### config.mk
export PLATFORM = sky130hd
export DESIGN_NAME = pingpong_arbiter
export DESIGN_NICKNAME = d
export VERILOG_FILES = /design/src/rtl/pingpong_pkg.sv /design/src/rtl/pingpong_rr_arbiter.sv /design/src/rtl/pingpong_arbiter.sv
export SDC_FILE = /design/constraint.sdc
export NUM_CORES = 1
export LEC_CHECK = 0
export ABC_AREA = 1
export CORE_ASPECT_RATIO = 0.7
export CORE_MARGIN = 3
export CORE_UTILIZATION = 30
export DETAILED_ROUTE_END_ITERATION = 6
export DONT_BUFFER_PORTS = 1
export SLEW_MARGIN = 10
export SYNTH_ARGS = -nofsm -noshare
export SYNTH_HDL_FRONTEND = slang
export SYNTH_SLANG_ARGS = --single-unit
### constraint.sdc
create_clock -name clk -period 6.3 [get_ports clk]
set_input_delay 0.63 -clock clk [delete_from_list [all_inputs] [get_ports clk]]
set_output_delay 0.63 -clock clk [all_outputs]
set_load 0.1 [all_outputs]
### src/rtl/pingpong_pkg.sv
// Shared constants and state encoding for the ping-pong accumulator arbiter.
package pingpong_pkg;

    localparam int unsigned DATA_W = 32;
    localparam int unsigned CNT_W  = 16;

    typedef logic [1:0] state_t;

    localparam state_t ST_IDLE = 2'd0;
    localparam state_t ST_RUN  = 2'd1;
    localparam state_t ST_TURN = 2'd2;

    localparam logic DIR_UP   = 1'b0;
    localparam logic DIR_DOWN = 1'b1;

endpackage

### src/rtl/pingpong_rr_arbiter.sv
// Round-robin grant over NUM_REQ requesters; the pointer holds the last
// granted index and only moves when the top level reports a transfer.
module pingpong_rr_arbiter #(
    parameter  int unsigned NUM_REQ = 4,
    localparam int unsigned IDX_W   = $clog2(NUM_REQ)
) (
    input  logic               clk,
    input  logic               rst,
    input  logic [NUM_REQ-1:0] req_valid,
    input  logic               enable,
    input  logic               advance,
    output logic [NUM_REQ-1:0] grant,
    output logic [IDX_W-1:0]   grant_idx
);

    localparam logic [IDX_W-1:0] PTR_INIT = IDX_W'(NUM_REQ - 1);

    logic [IDX_W-1:0]   ptr;
    logic [NUM_REQ-1:0] hi_mask;
    logic [NUM_REQ-1:0] masked;
    logic               found;

    // Requesters above the pointer win first; otherwise wrap to the lowest index.
    always_comb begin
        hi_mask   = '0;
        grant_idx = '0;
        found     = 1'b0;
        grant     = '0;
        for (int unsigned i = 0; i < NUM_REQ; i++) begin
            hi_mask[i] = IDX_W'(i) > ptr;
        end
        masked = req_valid & hi_mask;
        for (int unsigned i = 0; i < NUM_REQ; i++) begin
            if (!found && masked[i]) begin
                grant_idx = IDX_W'(i);
                found     = 1'b1;
            end
        end
        for (int unsigned i = 0; i < NUM_REQ; i++) begin
            if (!found && req_valid[i]) begin
                grant_idx = IDX_W'(i);
                found     = 1'b1;
            end
        end
        if (enable && found) begin
            grant[grant_idx] = 1'b1;
        end
    end

    always_ff @(posedge clk) begin
        if (!rst) begin
            ptr <= PTR_INIT;
        end else if (advance) begin
            ptr <= grant_idx;
        end
    end

endmodule

### src/rtl/pingpong_arbiter.sv
// Ping-pong accumulator shared by NUM_REQ round-robin requesters.
// Define PINGPONG_SAT_EN to saturate the add/subtract instead of wrapping.
module pingpong_arbiter
    import pingpong_pkg::*;
#(
    parameter  int unsigned NUM_REQ       = 4,
    parameter  int          MAX_THRESHOLD = 100,
    parameter  int          MIN_THRESHOLD = 0,
    localparam int unsigned IDX_W         = $clog2(NUM_REQ)
) (
    input  logic                      clk,
    input  logic                      rst,
    input  logic [NUM_REQ-1:0]        req_valid,
    input  logic [DATA_W*NUM_REQ-1:0] req_data,
    output logic [NUM_REQ-1:0]        req_ready,
    output logic [DATA_W-1:0]         curr_reg_value,
    output logic                      dir,
    output logic [CNT_W-1:0]          bounce_count,
    output logic [IDX_W-1:0]          last_owner,
    output logic                      busy
);

    state_t                    state;
    state_t                    state_nxt;
    logic [NUM_REQ-1:0]        grant;
    logic [IDX_W-1:0]          grant_idx;
    logic                      enable;
    logic                      transfer;
    logic                      any_valid;
    logic                      flip;
    logic signed [DATA_W-1:0]  acc;
    logic signed [DATA_W-1:0]  operand;
    logic signed [DATA_W-1:0]  raw;
    logic signed [DATA_W-1:0]  n;
    logic                      dir_q;
    logic [CNT_W-1:0]          bounce_q;
    logic [IDX_W-1:0]          owner_q;
`ifdef PINGPONG_SAT_EN
    logic                      ovf;
`endif

    assign enable    = rst && (state != ST_TURN);
    assign any_valid = |req_valid;
    assign transfer  = |(req_valid & grant);
    assign req_ready = grant;

    pingpong_rr_arbiter #(
        .NUM_REQ (NUM_REQ)
    ) u_rr (
        .clk       (clk),
        .rst       (rst),
        .req_valid (req_valid),
        .enable    (enable),
        .advance   (transfer),
        .grant     (grant),
        .grant_idx (grant_idx)
    );

    always_comb begin
        operand = '0;
        for (int unsigned i = 0; i < NUM_REQ; i++) begin
            if (grant_idx == IDX_W'(i)) begin
                operand = req_data[i*DATA_W +: DATA_W];
            end
        end
    end

    always_comb begin
        raw = (dir_q == DIR_UP) ? acc + operand : acc - operand;
`ifdef PINGPONG_SAT_EN
        // Overflow is only possible when the result sign disagrees with acc.
        if (dir_q == DIR_UP) begin
            ovf = (acc[DATA_W-1] == operand[DATA_W-1]) && (raw[DATA_W-1] != acc[DATA_W-1]);
        end else begin
            ovf = (acc[DATA_W-1] != operand[DATA_W-1]) && (raw[DATA_W-1] != acc[DATA_W-1]);
        end
        if (ovf) begin
            n = acc[DATA_W-1] ? {1'b1, {(DATA_W-1){1'b0}}} : {1'b0, {(DATA_W-1){1'b1}}};
        end else begin
            n = raw;
        end
`else
        n = raw;
`endif
        flip = (dir_q == DIR_UP) ? (n > MAX_THRESHOLD) : (n < MIN_THRESHOLD);
    end

    always_comb begin
        state_nxt = ST_IDLE;
        case (state)
            ST_TURN: state_nxt = any_valid ? ST_RUN : ST_IDLE;
            default: begin
                if (transfer && flip) begin
                    state_nxt = ST_TURN;
                end else if (any_valid) begin
                    state_nxt = ST_RUN;
                end else begin
                    state_nxt = ST_IDLE;
                end
            end
        endcase
    end

    always_ff @(posedge clk) begin
        if (!rst) begin
            state    <= ST_IDLE;
            acc      <= '0;
            dir_q    <= DIR_UP;
            bounce_q <= '0;
            owner_q  <= '0;
        end else begin
            state <= state_nxt;
            if (transfer) begin
                acc     <= n;
                owner_q <= grant_idx;
                if (flip) begin
                    dir_q    <= ~dir_q;
                    bounce_q <= bounce_q + CNT_W'(1);
                end
            end
        end
    end

    assign curr_reg_value = acc;
    assign dir            = dir_q;
    assign bounce_count   = bounce_q;
    assign last_owner     = owner_q;
    assign busy           = (state == ST_RUN) || (state == ST_TURN);

endmodule

======== Yosys cells after proc, flatten, opt, wreduce, memory -nomap -nowiden ========
Cells that the tools add are included.
word-level totals
  register bits ........................... 55
  latch bits .............................. 0
  memory bits (writable) .................. 0
  ROM bits ................................ 0
  input bits .............................. 134
  output and inout bits ................... 56
  logic and storage cells ................. 76
  memories kept ........................... 0
operators by class
  add/subtract/negate cells ............... 3
  multipliers ............................. 0
  div/mod/pow operators ................... 0
  $lt $le $gt $ge ......................... 8
  equal/unequal tests ..................... 6
  shift-type cells ........................ 0
  mux-type cells .......................... 27
  bitwise operators ....................... 3
  reductions and logical operators ........ 23
operators with widths
  kind                                                                                 count
  32-bit 2-to-1 mux                                                                    5
  32-bit adder                                                                         1
  32-bit by 8-bit greater-than comparator with 1-bit output, second input constant     1
  32-bit by 1-bit less-than comparator with 1-bit output, second input constant        1
  32-bit subtractor                                                                    1
  16-bit by 1-bit adder with 16-bit output, second input constant                      1
  2-bit 2-to-1 mux                                                                     8
  1-bit 2-to-1 mux                                                                     12
  1-bit logical AND                                                                    11
  4-bit bitwise AND                                                                    2
  4-bit OR reduction                                                                   2
  1-bit logical NOT                                                                    7
  2-bit equality test, second input constant                                           3
  2-bit by 1-bit equality test with 1-bit output, second input constant                2
  1-bit by 2-bit greater-than comparator with 1-bit output, first input constant       2
  2-bit greater-than comparator, first input constant                                  2
  4-bit 2-to-1 mux                                                                     1
  2-bit by 3-bit less-than comparator with 1-bit output, second input constant         1
  1-bit demux with 2-bit select                                                        1
  2-bit by 1-bit greater-or-equal comparator with 1-bit output, second input constant  1
  2-bit logical NOT                                                                    1
  2-bit inequality test, second input constant                                         1
  2-bit AND reduction                                                                  1
  1-bit logical OR                                                                     1
  1-bit inverter                                                                       1

======== Depth between registers and ports, before layout ========
Gate-level depths: netlist of the first run.
  word-level depth ........................ 36
  gate-level depth with buffers ........... 43
  gate-level depth less buffers ........... 43

======== Hierarchy ========
A second synthesis of the first run with hierarchy kept.
second synthesis, totals
  cell total of the unflattened synthesis .. 1146
  area, all modules ....................... 6587.6 µm²
by module, submodules not included
  module               instances  cells each  area each (µm²)  sequential area each (µm²)
  pingpong_arbiter     1          1100        6311.1           1061.0
  pingpong_rr_arbiter  1          46          276.5            40.0

======== Worst setup path before layout of the first run ========
Ideal clock, no wire load.
  kind .................................... input to register
  start point ............................. input port req_valid[1]
  end point ............................... register bounce_q[9] (netlist: bounce_count[9])
  library setup time ...................... 0.132 ns
  arrival time ............................ 4.857 ns
  required time ........................... 6.168 ns
  slack ................................... 1.311 ns
  stages on the path ...................... 34
  path buffers ............................ 1
  cell sequence ........................... inv_1 nand2_1 nor2_1 o21ai_2 nor2_4 inv_2 nor2_1 nor2_2 ha_1 nand2_1 nor2_1 nand2_1 nor2_1 nand2_1 inv_1 nand3_1 nor3_1 nor2_1 xnor2_1 ha_1 a21oi_1 o21ai_0 a21oi_1 inv_1 a21oi_1 nand2_1 xor2_1 xnor2_1 nand3_1 nand2_1 nand3_4 buf_2 nand3_1 a21oi_1
between the ends
  cells in the longest elaborated chain, start to end .. 31
  elaborated cells between the ends (all ways) .. 52
  classes of those cells .................. add/sub: 2; order compare: 4; eq/ne: 3; mux: 23; bitwise: 2; reduce/logical: 18
RTL lines
  what                                                                                                                                 line                       source
  start: declaration                                                                                                                   pingpong_arbiter.sv:13     input logic [NUM_REQ-1:0] req_valid,
  4-bit bitwise AND                                                                                                                    pingpong_rr_arbiter.sv:32  masked = req_valid & hi_mask;
  1-bit logical AND                                                                                                                    pingpong_rr_arbiter.sv:34  if (!found && masked[i]) begin
  1-bit 2-to-1 mux                                                                                                                     pingpong_rr_arbiter.sv:34
  1-bit logical NOT                                                                                                                    pingpong_rr_arbiter.sv:34
  1-bit logical AND                                                                                                                    pingpong_rr_arbiter.sv:34
  1-bit 2-to-1 mux                                                                                                                     pingpong_rr_arbiter.sv:34
  1-bit logical NOT                                                                                                                    pingpong_rr_arbiter.sv:34
  1-bit logical AND                                                                                                                    pingpong_rr_arbiter.sv:34
  [12 not listed]                                                                                                                      -
  2-bit 2-to-1 mux                                                                                                                     pingpong_rr_arbiter.sv:40  if (!found && req_valid[i]) begin
  2-bit logical NOT                                                                                                                    pingpong_arbiter.sv:62     if (grant_idx == IDX_W'(i)) begin
  32-bit 2-to-1 mux (4 in a row)                                                                                                       pingpong_arbiter.sv:62
  32-bit adder or 32-bit subtractor (tied branches)                                                                                    pingpong_arbiter.sv:69     raw = (dir_q == DIR_UP) ? acc + operand : acc - operand;
  32-bit 2-to-1 mux                                                                                                                    pingpong_arbiter.sv:69
  32-bit by 8-bit greater-than comparator with 1-bit output or 32-bit by 1-bit less-than comparator with 1-bit output (tied branches)  pingpong_arbiter.sv:85     flip = (dir_q == DIR_UP) ? (n > MAX_THRESHOLD) : (n < MIN_THRESHOLD);
  1-bit 2-to-1 mux                                                                                                                     pingpong_arbiter.sv:85
  2-bit AND reduction (no line) (*)                                                                                                    -
  end signal: assignment                                                                                                               pingpong_arbiter.sv:118    bounce_q <= bounce_q + CNT_W'(1);
  end: declaration                                                                                                                     pingpong_arbiter.sv:36     logic [CNT_W-1:0] bounce_q;
Mark *: on every way between the ends. The rest lies on a longest branch, timed or not.
A chain may end at the register's enable or synchronous reset.

======== Final worst setup path of the first run ========
  start point ............................. register u_rr.ptr[1]
  end point ............................... register bounce_q[3] (netlist: bounce_count[3])
between the ends
  cells in the longest elaborated chain, start to end .. 34
  elaborated cells between the ends (all ways) .. 58
  classes of those cells .................. add/sub: 2; order compare: 8; eq/ne: 3; mux: 24; bitwise: 2; reduce/logical: 19
RTL lines
  what                                                                                                                                 line                       source
  start: declaration                                                                                                                   pingpong_rr_arbiter.sv:18  logic [IDX_W-1:0] ptr;
  start signal: assignment                                                                                                             pingpong_rr_arbiter.sv:54  ptr <= grant_idx;
  1-bit by 2-bit greater-than comparator with 1-bit output                                                                             pingpong_rr_arbiter.sv:30  hi_mask[i] = IDX_W'(i) > ptr;
  4-bit bitwise AND (*)                                                                                                                pingpong_rr_arbiter.sv:32
  1-bit 2-to-1 mux                                                                                                                     pingpong_rr_arbiter.sv:34
  1-bit logical NOT                                                                                                                    pingpong_rr_arbiter.sv:34
  1-bit logical AND                                                                                                                    pingpong_rr_arbiter.sv:34
  1-bit 2-to-1 mux                                                                                                                     pingpong_rr_arbiter.sv:34
  1-bit logical NOT                                                                                                                    pingpong_rr_arbiter.sv:34
  1-bit logical AND                                                                                                                    pingpong_rr_arbiter.sv:34
  [15 not listed]                                                                                                                      -
  2-bit 2-to-1 mux                                                                                                                     pingpong_rr_arbiter.sv:40
  2-bit logical NOT                                                                                                                    pingpong_arbiter.sv:62
  32-bit 2-to-1 mux (4 in a row)                                                                                                       pingpong_arbiter.sv:62
  32-bit adder or 32-bit subtractor (tied branches)                                                                                    pingpong_arbiter.sv:69
  32-bit 2-to-1 mux                                                                                                                    pingpong_arbiter.sv:69
  32-bit by 8-bit greater-than comparator with 1-bit output or 32-bit by 1-bit less-than comparator with 1-bit output (tied branches)  pingpong_arbiter.sv:85
  1-bit 2-to-1 mux                                                                                                                     pingpong_arbiter.sv:85
  2-bit AND reduction (no line) (*)                                                                                                    -
Marks and branches as above.

==> flow_summary.json, run 1 <==
{
  "outcome": "finished clean",
  "grt_antenna_before_repair": 0,
  "wire_per_inst_um": 17.4,
  "track_usage": 0.196,
  "setup_tns_ns": 0,
  "grt_pass1_vias": 6434,
  "area_growth_pct": 8.62,
  "layout_min_cycle_time_ns": 5.68,
  "synth_edf_count": 0,
  "rsz0062_at_grt": "no",
  "irDropWorstVdd_mv": 0.184,
  "synthTopCellsByCount": "nand2_1 (297), inv_1 (143), nor2_1 (130), nand3_1 (104), nand4_1 (69)",
  "critPathSlowestCell": "dfxtp_1",
  "finalCritPeriodShare": 0.902,
  "hp-class": "in -> reg",
  "vias": 7103,
  "die_x_um": 180,
  "cts.clk_slew.worst_paths_ns": 0.08,
  "clock_path_buffers": 2,
  "finClkSkew_ns": 0.00615,
  "die_h_um": 128,
  "arrival_ns": 5.87,
  "insertion_delay_ns": 0.31,
  "worstSetupPathType": "reg -> reg",
  "cts-root-buf": "clkbuf_16",
  "final-seq-area_mm2": 0.00110,
  "async_flop_share": 0,
  "dp_hpwl_um": 19700,
  "p_leak_nw": 3.42,
  "ant_nets": 0,
  "endpoint_kind": "flop",
  "maxCapViolations": 0,
  "crit_top_cell": "nand2_1",
  "setup_ws_ns": 0.617,
  "worst_pin_slew_ns": 1.17,
  "cp_max_fo": 18,
  "syn_avg_cell_area_um2": 5.77,
  "nets": 1254,
  "drc_errors": 0,
  "final_cell_area_mm2": 0.00691,
  "ios": 190,
  "setup-violations-final": 0,
  "row_count": 43,
  "synth_seq_cells": 55,
  "htreeDepth": 2,
  "yosysMostFrequentCell": "nand2_1",
  "cp-start-kind": "flop",
  "multi_input_comb_area_mm2": 0.00464,
  "hold_viol_final": 0,
  "wl_um": 23600,
  "crit_required_ns": 6.49,
  "place_ws_ns": 0.105,
  "slew_violations": 0,
  "antenna_cells": 0,
  "slowest_delay_ns": 0.38,
  "synthCells": 1103,
  "yosysTopAreaCellShare": 0.175,
  "yosysUniqueCellTypes": 38,
  "gp_congestion": 0.931,
  "cts_made_buffers": 5,
  "grt_pass1_wl_um": 36200,
  "via_per_inst": 5.24,
  "start_util": 0.314,
  "synth_area_leaders": "nand2_1 (18%), dfxtp_1 (17%), inv_1 (8.4%)",
  "cts-hold-fix-buffers": 0,
  "crit_family": "simple AND/OR/NAND/NOR gates",
  "ys_warn_count": 0,
  "fmax_mhz": 176,
  "grt.overflow.total": 0,
  "core_area_mm2": 0.0203,
  "ys.flop_type": "dfxtp_1",
  "mappedNetlistNets": 1272,
  "placed_area_mm2": 0.00665,
  "die-area_mm2": 0.0230,
  "drtIter0Drc": 573,
  "path_buf_inv": 4,
  "syn-cell-area_mm2": 0.00636,
  "powerDensity_mw_per_mm2": 674,
  "yosysSeqAreaShare": 0.173,
  "synth_area_leader_cell": "nand2_1",
  "cts_tree": "done",
  "portBuffers": 0,
  "drive_above_1_share": 0.0580,
  "cts_sinks": 55,
  "relSlewSlack": 0.218,
  "fillers": 2242,
  "first_pass_iters": 5,
  "grt_max_degree": 58
}
-- power by group --
group          total, mW  switching (mW)  internal [mW]
registers           1.24           0.789          0.448
logic               3.13            2.15          0.979
clock network      0.292           0.142          0.149
-- cells by family (layout without fill, tap and decap cells) --
family	after synthesis	in the layout	synth area share
AND/OR/NAND/NOR	649	651	0.456
AO/OA/AOI/OAI	120	120	0.107
buffers and inverters	187	168	0.115
flip-flops	55	55	0.173
XOR/XNOR	57	57	0.0785
adder cells (fa/ha/maj)	35	35	0.0700
-- stage by stage --
step | cells | hold WS, ns | utilization | power (mW)
3_5_place_dp | 1344 | 0.548 | 0.328 | 4.24
4_1_cts | 1352 | 0.421 | 0.335 | 4.56
6_report | 1356 | 0.424 | 0.341 | 4.66
3_3_place_gp | 1344 | 0.565 | 0.328 | 4.24
5_1_grt | 1356 | 0.422 | 0.341 | 5.07
2_1_floorplan | 1103 | 0.508 | - | 3.48
-- flip-flops by register name, indices dropped and copies added, names as in the netlist --
name	flops
state	2
last_owner	2
bounce_count	16
curr_reg_value	32
u_rr.ptr	2
dir	1
-- cell usage in the layout, fill, tap and decap left out, types with 4 or more instances in the layout --
cell / Yosys / final
nand2_1: 297 / 296
inv_1: 143 / 143
nor2_1: 130 / 122
nand3_1: 104 / 102
nand4_1: 69 / 69
a21oi_1: 55 / 54
dfxtp_1: 55 / 54
xor2_1: 39 / 39
o21ai_0: 34 / 34
ha_1: 34 / 34
o211ai_1: 20 / 20
xnor2_1: 18 / 18
nor3_1: 20 / 17
nor2_2: 4 / 11
buf_4: 2 / 11
nand3b_1: 6 / 6
clkbuf_16: 0 / 6
nand2_2: 4 / 5
o21bai_1: 4 / 4
nor4_1: 4 / 4
-- routing by layer --
layer,global-route usage,share of wire,wire (um)
met3,0.0482,0.094,2220
met5,0,0,0
met1,0.294,0.49,11600
met2,0.280,0.40,9420
met4,0.0460,0.017,401
-- layout make-up --
type                    count  share of cell area
flip-flops and latches     55               0.160
repair buffers             13              0.0185
inverters                 147              0.0799
well taps                 270              0.0489
multi-input cells         863               0.672
clock buffers               5              0.0181
clock inverters             3             0.00326
-- worst reg2reg max path: cells and delay by family, from the launching register on --
family,cells,cell delay (ns)
simple gates,22,2.74
xor+xnor,3,0.72
flops,1,0.38
fa+ha+maj,2,0.51
compound gates,5,0.77
buf+inv,4,0.46
-- path summary, 6_finish.rpt --
path | from | to | slack (ns) | cells past startpoint
min reg2reg | u_rr.ptr[0] | u_rr.ptr[0] | 0.56 | 2
min | rst | u_rr.ptr[1] | 0.42 | 1
max reg2reg | u_rr.ptr[1] | bounce_count[3] | 0.62 | 36
max | u_rr.ptr[1] | bounce_count[3] | 0.62 | 36
-- what timing repair did --
| item | in CTS | in global routing |
|---|---|---|
| setup buffers | 0 | 2 |
| gates resized for setup | 0 | 14 |
| endpoints found under the setup margin | 0 | 19 |
(Power assumes the default switching activity.)
==> run 2, diff against run 1 <==
Settings changed: CORE_UTILIZATION 30 to 60, CTS_BUF_LIST set to sky130_fd_sc_hd__clkbuf_8, PLACE_DENSITY set to 0.76.
==> flow_summary.json, run 2 (synthesis gave the netlist of run 1 again) <==
{
  "outcome": "finished clean",
  "hp-class": "in -> reg",
  "fmax_mhz": 175,
  "critPathSlowestCell": "dfxtp_1",
  "grt_pass1_vias": 6207,
  "via_per_inst": 5.94,
  "cp-start-kind": "flop",
  "cts.clk_slew.worst_paths_ns": 0.12,
  "cts-hold-fix-buffers": 0,
  "finalCritPeriodShare": 0.906,
  "htreeDepth": 2,
  "gp_congestion": 0.994,
  "final_cell_mix": "nand2_1 (297), inv_1 (143), nor2_1 (127)",
  "die_x_um": 129,
  "irDropWorstVdd_mv": 0.526,
  "stdcell_count": 1222,
  "final_cell_area_mm2": 0.00671,
  "setup-violations-final": 0,
  "p_leak_nw": 3.43,
  "grt_antenna_before_repair": 0,
  "finClkSkew_ns": 0.00749,
  "arrival_ns": 5.96,
  "worst_pin_slew_ns": 1.22,
  "final_util": 0.669,
  "grtUsageMet2": 0.488,
  "grt.busiest_layer": "met1",
  "dp_hpwl_um": 16900,
  "start_util": 0.635,
  "track_usage": 0.339,
  "insertion_delay_ns": 0.33,
  "clock_path_buffers": 2,
  "layout_min_cycle_time_ns": 5.71,
  "die-area_mm2": 0.0119,
  "crit_top_cell": "nand2_1",
  "drive_above_1_share": 0.0576,
  "placed_area_mm2": 0.00647,
  "worstSetupPathType": "reg -> reg",
  "powerDensity_mw_per_mm2": 677,
  "cts_made_buffers": 5,
  "cts_sinks": 55,
  "relSlewSlack": 0.186,
  "slew_violations": 0,
  "whs_ns": 0.409,
  "maxCapViolations": 0,
  "total_power_mw": 4.54,
  "portBuffers": 0,
  "cp_max_fo": 25,
  "ios": 190,
  "grt.overflow.total": 0,
  "drtIter0Drc": 789,
  "wire_per_inst_um": 17.4,
  "area_growth_pct": 5.49,
  "fillers": 974,
  "dp_cells": 1202,
  "use_met3": 0.0698,
  "r2r_slack_ns": 0.59,
  "grt_max_degree": 58,
  "crit_required_ns": 6.55,
  "slowest_delay_ns": 0.42,
  "first_pass_iters": 5,
  "cts_tree": "done",
  "grt.met1_usage": 0.521,
  "nets": 1262,
  "vias": 7253,
  "wl_um": 21200,
  "endpoint_kind": "flop",
  "core_area_mm2": 0.0100,
  "die_h_um": 92.1,
  "hold_viol_final": 0,
  "cts-root-buf": "clkbuf_8",
  "row_count": 30,
  "layout_commonest_cell": "nand2_1",
  "ant_nets": 0,
  "drc_errors": 0,
  "largest_register_ffs": 32,
  "antenna_cells": 0,
  "grt_pass1_wl_um": 32800
}
run 2: changes by cell type in the layout (fill, tap and decap cells not counted), sizes merged:
cell | before | now
buf | 12 | 22
nand4 | 72 | 70
clkinv | 4 | 3
clkinvlp | 0 | 1
run 2: what timing repair did:
action,4_1_cts,5_1_grt
resized for setup,0,5
setup buffers,0,12
endpoints found under the setup margin,0,19
run 2: report_power, final:
| part | total, mW | switching (mW) | internal [mW] |
|---|---|---|---|
| registers | 1.21 | 0.761 | 0.447 |
| logic | 3.11 | 2.10 | 1.02 |
| clock network | 0.220 | 0.138 | 0.0822 |
run 2: through the flow:
step	setup slack, ns	TNS [ns]
2_1_floorplan	1.31	0
3_3_place_gp	0.381	0
3_5_place_dp	0.243	0
4_1_cts	0.368	0
5_1_grt	-0.0212	-0.116
6_report	0.595	0
run 2: final timing paths:
| check | startpoint | end | cells past startpoint |
|---|---|---|---|
| max | u_rr.ptr[1] | bounce_count[8] | 34 |
| min | rst | u_rr.ptr[1] | 1 |
| max reg2reg | u_rr.ptr[1] | bounce_count[8] | 34 |
| min reg2reg | u_rr.ptr[0] | u_rr.ptr[0] | 2 |
run 2: worst max-delay path, delay by kind of cell, from the launching register on:
| kind | cells | cell delay, ns |
|---|---|---|
| and+or+nand+nor | 21 | 2.50 |
| AOI/OAI and AO/OA | 5 | 0.99 |
| buffers and inverters | 4 | 0.63 |
| adders and majority gates | 2 | 0.54 |
| xor gates and xnor gates | 2 | 0.53 |
| DFF | 1 | 0.42 |
run 2: metal layers:
layer  wire length (um)  share of wire
met4                277          0.013
met3               2240           0.11
met2               8820           0.42
met1               9900           0.47
met5                  0              0
run 2: area by class of cell:
type,count,area (um^2),area share
multi-input combinational,861,4580,0.683
inverter,147,552,0.0822
clock inverter,3,27.5,0.00410
sequential,55,1100,0.164
clock buffer,5,68.8,0.0103
timing repair buffer,23,215,0.0321
tap,128,160,0.0239
==> run 3, diff against run 2 <==
Settings changed: SYNTH_HIERARCHICAL set to 1.
==> flow_summary.json, run 3 <==
{
  "outcome": "finished clean",
  "setup_ws_ns": 0.562,
  "cts_made_buffers": 5,
  "grt_antenna_before_repair": 0,
  "fillers": 1069,
  "grt_pass1_wl_um": 31800,
  "async_flop_share": 0,
  "ios": 190,
  "synthCells": 1146,
  "place_ws_ns": 0.284,
  "area_growth_pct": 4.88,
  "die_x_um": 131,
  "synthTopCellsByCount": "nand2_1 (372), inv_1 (160), nor2_1 (106), nand3_1 (98), a21oi_1 (58)",
  "syn_avg_cell_area_um2": 5.75,
  "cts_tree": "done",
  "yosysSeqAreaShare": 0.167,
  "maxCapViolations": 0,
  "wire_per_inst_um": 16.0,
  "ant_nets": 0,
  "final_cell_mix": "nand2_1 (372), inv_1 (158), nor2_1 (101)",
  "mappedNetlistNets": 1315,
  "yosysMostFrequentCell": "nand2_1",
  "via_per_inst": 5.67,
  "finalCritPeriodShare": 0.911,
  "die_h_um": 93.7,
  "nets": 1316,
  "cts.clk_slew.worst_paths_ns": 0.11,
  "whs_ns": 0.428,
  "fmax_mhz": 174,
  "htreeDepth": 2,
  "synth_seq_cells": 55,
  "synth_area_leaders": "nand2_1 (21%), dfxtp_1 (17%), inv_1 (9.1%)",
  "final-seq-area_mm2": 0.00110,
  "crit_required_ns": 6.55,
  "die-area_mm2": 0.0123,
  "worst_pin_slew_ns": 1.18,
  "synth_area_leader_cell": "nand2_1",
  "wl_um": 20700,
  "dp_hpwl_um": 16600,
  "drtIter0Drc": 807,
  "multi_input_comb_area_mm2": 0.00471,
  "worstSetupPathType": "reg -> reg",
  "first_pass_iters": 5,
  "arrival_ns": 5.99,
  "core_area_mm2": 0.0105,
  "insertion_delay_ns": 0.33,
  "start_util": 0.627,
  "slowest_delay_ns": 0.40,
  "final_cell_area_mm2": 0.00691,
  "row_count": 31,
  "endpoint_kind": "flop",
  "cts-root-buf": "clkbuf_8",
  "vias": 7354,
  "slew_violations": 0,
  "portBuffers": 0,
  "yosysUniqueCellTypes": 49,
  "largest_register_ffs": 32,
  "setup-violations-final": 0,
  "drive_above_1_share": 0.0723,
  "cp-start-kind": "flop",
  "grt_pass1_vias": 6160,
  "critPathSlowestCell": "dfxtp_1",
  "ys_warn_count": 6,
  "synth_edf_count": 0,
  "finClkSkew_ns": 0.00977,
  "syn-cell-area_mm2": 0.00659,
  "antenna_cells": 0,
  "grt_max_degree": 63,
  "hp-class": "in -> reg",
  "final_util": 0.657,
  "drc_errors": 0,
  "hold_viol_final": 0,
  "cts-hold-fix-buffers": 0,
  "ys.flop_type": "dfxtp_1",
  "cp_max_fo": 18,
  "layout_commonest_cell": "nand2_1",
  "layout_min_cycle_time_ns": 5.74,
  "cts_sinks": 55,
  "yosysTopAreaCellShare": 0.212,
  "relSlewSlack": 0.212,
  "grt.overflow.total": 0,
  "crit_top_cell": "nand2_1",
  "track_usage": 0.316,
  "clock_path_buffers": 2,
  "placed_area_mm2": 0.00670,
  "gp_congestion": 0.983
}
[run 3: cell count changes after synthesis, sizes merged, moves of 6 or more]
cell,before,now
nand3,106,99
nor3,21,10
clkbuf,23,17
nand4,70,12
o21ai,35,67
nand2,303,383
o22ai,0,6
inv,145,162
nor2,136,119
[run 3: logic make-up after synthesis]
logic type / count (synthesis) / synth area share
AND/OR/NAND/NOR: 634 / 0.412
XOR/XNOR: 53 / 0.0705
adder cells (fa/ha/maj): 35 / 0.0676
flip-flops: 55 / 0.167
buffers and inverters: 194 / 0.122
AO/OA/AOI/OAI: 175 / 0.161
[run 3: what timing repair did]
action | in CTS | in global routing
setup buffers | 0 | 9
gates resized for setup | 0 | 7
setup endpoints to repair | 0 | 19
[run 3: final timing paths]
kind,start,end,slack [ns],depth (start not counted)
max,u_rr/ptr[1],bounce_count[15],0.56,37
min,rst,curr_reg_value[0],0.43,2
max reg2reg,u_rr/ptr[1],bounce_count[15],0.56,37
min reg2reg,u_rr/ptr[1],u_rr/ptr[1],0.55,2
[run 3: cell type report]
cell class,instances,share of cell area
multi-input combinational,898,0.682
sequential,55,0.160
inverter,163,0.0891
tap,148,0.0268
timing repair buffer,24,0.0261
clock buffer,5,0.00996
clock inverter,3,0.00634
[run 3: worst max-delay path, delay by kind of cell (launching register included)]
kind	cells	cell delay, ns
AOI/OAI and AO/OA	4	0.82
xor gates and xnor gates	1	0.21
adders and majority gates	2	0.54
buffers and inverters	6	0.47
DFF	1	0.40
and+or+nand+nor	24	3.19
[run 3: stage by stage]
step,setup TNS [ns],std cells
after floorplan,0,1146
after detailed placement,0,1278
after CTS,0,1286
final,0,1296
after global routing,-0.0921,1296
after global placement,0,1278
[run 3: routing by layer]
layer / global-route usage / routed length [um]
met2: 0.465 / 8510
met4: 0.0603 / 295
met5: 0 / 0
met1: 0.469 / 9570
met3: 0.0760 / 2330
Power of run 3 is left out: the tool's default activity adds up to more than one toggle a clock period on the data nets, which glitch-free logic cannot reach.
